**src/rtl/comparador_sequencial.sv**
```systemverilog
// Sequential magnitude comparator: one shared 2-bit slice compare per cycle,
// MSB slice first, early exit on the first unequal slice, valid/ready on both sides.
module comparador_sequencial #(
    parameter int WIDTH = 8
) (
    input  logic             clk,
    input  logic             rst_n,
    input  logic             in_valid,
    output logic             in_ready,
    input  logic [WIDTH-1:0] a,
    input  logic [WIDTH-1:0] b,
    output logic             out_valid,
    input  logic             out_ready,
    output logic             M,
    output logic             I,
    output logic             busy
);

    localparam int NS = WIDTH / 2;
    localparam int IW = (NS > 1) ? $clog2(NS) : 1;

    localparam logic [1:0] S_IDLE = 2'd0;
    localparam logic [1:0] S_SCAN = 2'd1;
    localparam logic [1:0] S_DONE = 2'd2;

    logic [1:0]       state_q, state_d;
    logic [WIDTH-1:0] ra_q, ra_d;
    logic [WIDTH-1:0] rb_q, rb_d;
    logic [IW-1:0]    idx_q, idx_d;
    logic             m_q, m_d;
    logic             i_q, i_d;

    logic [1:0] slice_a;
    logic [1:0] slice_b;
    logic       m2;
    logic       i2;

    // Single shared slice: mux the idx-th bit pair out of each operand register
    always_comb begin
        slice_a = '0;
        slice_b = '0;
        for (int unsigned s = 0; s < NS; s++) begin
            if (idx_q == IW'(s)) begin
                slice_a = ra_q[2*s +: 2];
                slice_b = rb_q[2*s +: 2];
            end
        end
    end

    assign m2 = (slice_a > slice_b);
    assign i2 = (slice_a == slice_b);

    always_comb begin
        state_d = state_q;
        ra_d    = ra_q;
        rb_d    = rb_q;
        idx_d   = idx_q;
        m_d     = m_q;
        i_d     = i_q;
        case (state_q)
            S_IDLE: begin
                if (in_valid) begin
                    ra_d    = a;
                    rb_d    = b;
                    idx_d   = IW'(NS - 1);
                    state_d = S_SCAN;
                end
            end
            S_SCAN: begin
                if (!i2) begin
                    m_d     = m2;
                    i_d     = 1'b0;
                    state_d = S_DONE;
                end else if (idx_q == '0) begin
                    m_d     = 1'b0;
                    i_d     = 1'b1;
                    state_d = S_DONE;
                end else begin
                    idx_d = idx_q - IW'(1);
                end
            end
            S_DONE: begin
                if (out_ready) begin
                    state_d = S_IDLE;
                end
            end
            default: begin
                state_d = S_IDLE;
            end
        endcase
    end

    always_ff @(posedge clk or negedge rst_n) begin
        if (!rst_n) begin
            state_q <= S_IDLE;
            ra_q    <= '0;
            rb_q    <= '0;
            idx_q   <= '0;
            m_q     <= 1'b0;
            i_q     <= 1'b0;
        end else begin
            state_q <= state_d;
            ra_q    <= ra_d;
            rb_q    <= rb_d;
            idx_q   <= idx_d;
            m_q     <= m_d;
            i_q     <= i_d;
        end
    end

    // Handshake outputs are pure state decodes; no path from in_valid/out_ready
    assign in_ready  = (state_q == S_IDLE);
    assign out_valid = (state_q == S_DONE);
    assign busy      = (state_q == S_SCAN) || (state_q == S_DONE);
    assign M         = m_q;
    assign I         = i_q;

endmodule

```
**config.mk**
```make
export PLATFORM = sky130hd
export DESIGN_NAME = comparador_sequencial
export DESIGN_NICKNAME = d
export VERILOG_FILES = /design/src/rtl/comparador_sequencial.sv
export SDC_FILE = /design/constraint.sdc
export NUM_CORES = 1
export LEC_CHECK = 0
export CAP_MARGIN = 20
export CORE_MARGIN = 5
export CORE_UTILIZATION = 50
export CTS_CLUSTER_DIAMETER = 50
export DETAILED_ROUTE_END_ITERATION = 12
export MAX_ROUTING_LAYER = met4
export PLACE_DENSITY_LB_ADDON = 0.1
export REMOVE_ABC_BUFFERS = 1
export SLEW_MARGIN = 20
export SYNTH_ARGS = -nofsm -noshare
export SYNTH_HDL_FRONTEND = slang
export SYNTH_SLANG_ARGS = --single-unit
export TNS_END_PERCENT = 100
```
**constraint.sdc**
```tcl
create_clock -name clk -period 2.64 [get_ports clk]
set_input_delay 0.792 -clock clk [delete_from_list [all_inputs] [get_ports clk]]
set_output_delay 0.792 -clock clk [all_outputs]
set_load 0.1 [all_outputs]
```
==> run metrics <==
fraction of layout instances using a drive strength above 1 20.9%; Min-Delay Path Depth 1; number of H-tree levels 1; final sum of negative setup slack 0 ps; Netlist Area Pre-Place 1220 um2; number of buffers created by CTS 3; number of hold violations in the final report 0; clock tree from TritonCTS done; endpoint of the worst hold-timing path ra_q[4]; dominant combinational cell family by area after synthesis multiplexers; max incr delay on CP 460 ps; Worst Hold Class register to register; final setup skew 3.91 ps; Synth Area in Compound Gates 13.4%; path depth of the worst reg2reg path 9; number of DRC violations after detailed routing 0; FF+latch count, synth 22; Peak VDD IR 1.02 mV; arrival time reported for the critical path endpoint 2520 ps; vias in the first global route 908; maximum frequency from static timing analysis 440 MHz; Die Span X 59.4 um; detail-routed via count per cell 5.49; core region area 2280 um2; net count of the finished layout 160; Critical Path Start Type register; chip height 59.4 um; power density relative to cell area 1310 nW/um2; clock latency on the worst-skew pair 300 ps; leakage 0.711 nW; pin count of the biggest net entering global routing 23; count of buffer and inverter cells on the critical path 1; hold-fix buffer count after cts 0; post-synthesis share of cell area spent on and, or, nand and nor gates 8.41%; first-pass iteration count of the detailed router 4; number of antenna violations at the first check in global routing 0; worst rel slew slack 69.1%; critical path's top delay family adder cells; outcome finished, final reports clean; most numerous cell on the critical path ha_1; area enclosed by the die boundary 3530 um2; number of I/O port buffers 24; Distinct cells, synth 29; Synth Instances 105; average wire per standard cell 14.7 um; total routing usage reported by global routing 15.0%; adder-cell share of the synthesized area 9.23%; GRT overflow 0; overall routed net length 2310 um; type of destination of the critical path register; Resized Gates After CTS 0; critical-path cell list inv_1, ha_1, a21oi_1, o21ai_0, a22o_1, ha_1, and3b_1, nor3_2, o32a_2; source of the worst register-to-register timing path idx_q[0]; number of buffers on the longest clock path 2; global-route wire length before repair 3970 um; R2R Path End state_q[1]; share of synthesized area occupied by flip-flops and latches 45.1%; IO Count 25; effective utilization at floorplan 53.6%; area grow syn2layout 24.1%; post-synthesis xor/xnor area fraction 0%; Register-to-Register Setup Slack 370 ps; crit path time final 2270 ps; HPWL after DPL 1770 um; clk sink count 22; transition time at the pin with the least slew margin 462 ps; slowest CP cell dfrtp_1; DR vias 862; Clock Root Buffer clkbuf_4; start point of the worst min-delay path ra_q[4]; detailed router's first-iteration violation count 24; antenna-violating nets left 0; number of synthesis warnings 0; classification of the worst setup path register to register; global placement routability congestion 0.733; reported max-cap violation count 0; antenna cell count 0; highest fanout seen on the critical path 8; final setup fails 0; worst slack after detailed placement 411 ps; final worst-path cycle share 86.0%; Cell Rows 17; min setup slack post-route 369 ps; clock-pin transition on the worst setup and hold timing paths 110 ps; mean cell area of the mapped netlist 11.6 um2; setup repair after global routing missed its margin no; Data required, critical path 2880 ps; setup fix buffers added after clock tree synthesis 0; max-slew violation count 0; post-synthesis mux area share 18.8%
## routing by layer
metal  up-vias  track usage, %  share of wire, %
li1        419               -                 -
met1       417            18.3                45
met2        22            24.3                48
met3         4            3.70               6.2
met4         0            4.53               1.1
met5         -               -                 0
## synth_stat cells, drive strengths merged
master / count / area [um2]
a21oi: 11 / 55.1
a22o: 2 / 17.5
a22oi: 2 / 15.0
a31oi: 2 / 12.5
and2b: 1 / 8.76
and3b: 1 / 8.76
and4b: 1 / 10.0
buf: 3 / 20.0
clkbuf: 1 / 3.75
dfrtp: 22 / 551
ha: 9 / 113
inv: 10 / 37.5
mux2: 17 / 229
nand2: 7 / 28.8
nand2b: 2 / 12.5
nor2b: 1 / 6.26
nor3: 2 / 15.0
nor3b: 1 / 12.5
o21ai: 6 / 30.0
o22ai: 2 / 12.5
o32a: 2 / 21.3
## sequential cells by signal, indices dropped and copies added, names as in the netlist
register / flops
ra_q: 8
idx_q: 2
state_q: 2
I: 1
M: 1
rb_q: 8
## layout by cell type (no fill, tap or decap), drive strengths merged
cell type	n
a22oi	2
nor3b	1
inv	10
nor2b	1
mux2	17
clkdlybuf4s50	19
and2b	1
nand2	7
and4b	1
a21oi	11
o21ai	6
a22o	2
a31oi	2
dfrtp	22
nor3	2
buf	6
nand2b	2
clkbuf	3
ha	9
and3b	1
o32a	2
o22ai	2
## final cells by class
class	instances	area (um2)
Timing Repair Buffer	25	260
Tap cell	28	35.0
Fill cell	199	762
Inverter	10	37.5
Clock buffer	3	22.5
Sequential cell	22	551
Multi-Input combinational cell	69	608
## cell families (layout without fill, tap and decap cells)
family                     Yosys count  in the layout
and+or+nand+nor                     16             16
DFF                                 22             22
AOI/OAI and AO/OA                   27             27
buffers and inverters               14             38
adders and majority gates            9              9
muxes                               17             17
## worst max path at each step
stage | start | endpoint | slack, ps | depth (start not counted)
floorplan | state_q[0] | ra_q[4] | 290 | 4
global placement | in_valid | rb_q[1] | 440 | 3
detailed placement | idx_q[0] | state_q[0] | 410 | 8
CTS | idx_q[0] | state_q[1] | 380 | 9
global route | idx_q[0] | idx_q[0] | 190 | 9
finish | idx_q[0] | state_q[1] | 370 | 9
## stage by stage
| step | power (W) | cell area, um2 | util, % | hold WS, ps | std cells |
|---|---|---|---|---|---|
| 2_1_floorplan | 0.00154 | 1200 | - | 464 | 101 |
| 3_3_place_gp | 0.00182 | 1490 | 65.5 | 480 | 154 |
| 3_5_place_dp | 0.00186 | 1490 | 65.5 | 497 | 154 |
| 4_1_cts | 0.00201 | 1510 | 66.5 | 527 | 157 |
| 5_1_grt | 0.00213 | 1510 | 66.5 | 538 | 157 |
| 6_report | 0.00199 | 1510 | 66.5 | 513 | 157 |
## report_power, final
| part | total (W) | switching (W) | internal (W) |
|---|---|---|---|
| registers | 0.000603 | 0.000105 | 0.000497 |
| logic | 0.00124 | 0.000697 | 0.000544 |
| clock network | 0.000147 | 0.0000936 | 0.0000531 |
(Power assumes the default switching activity.)
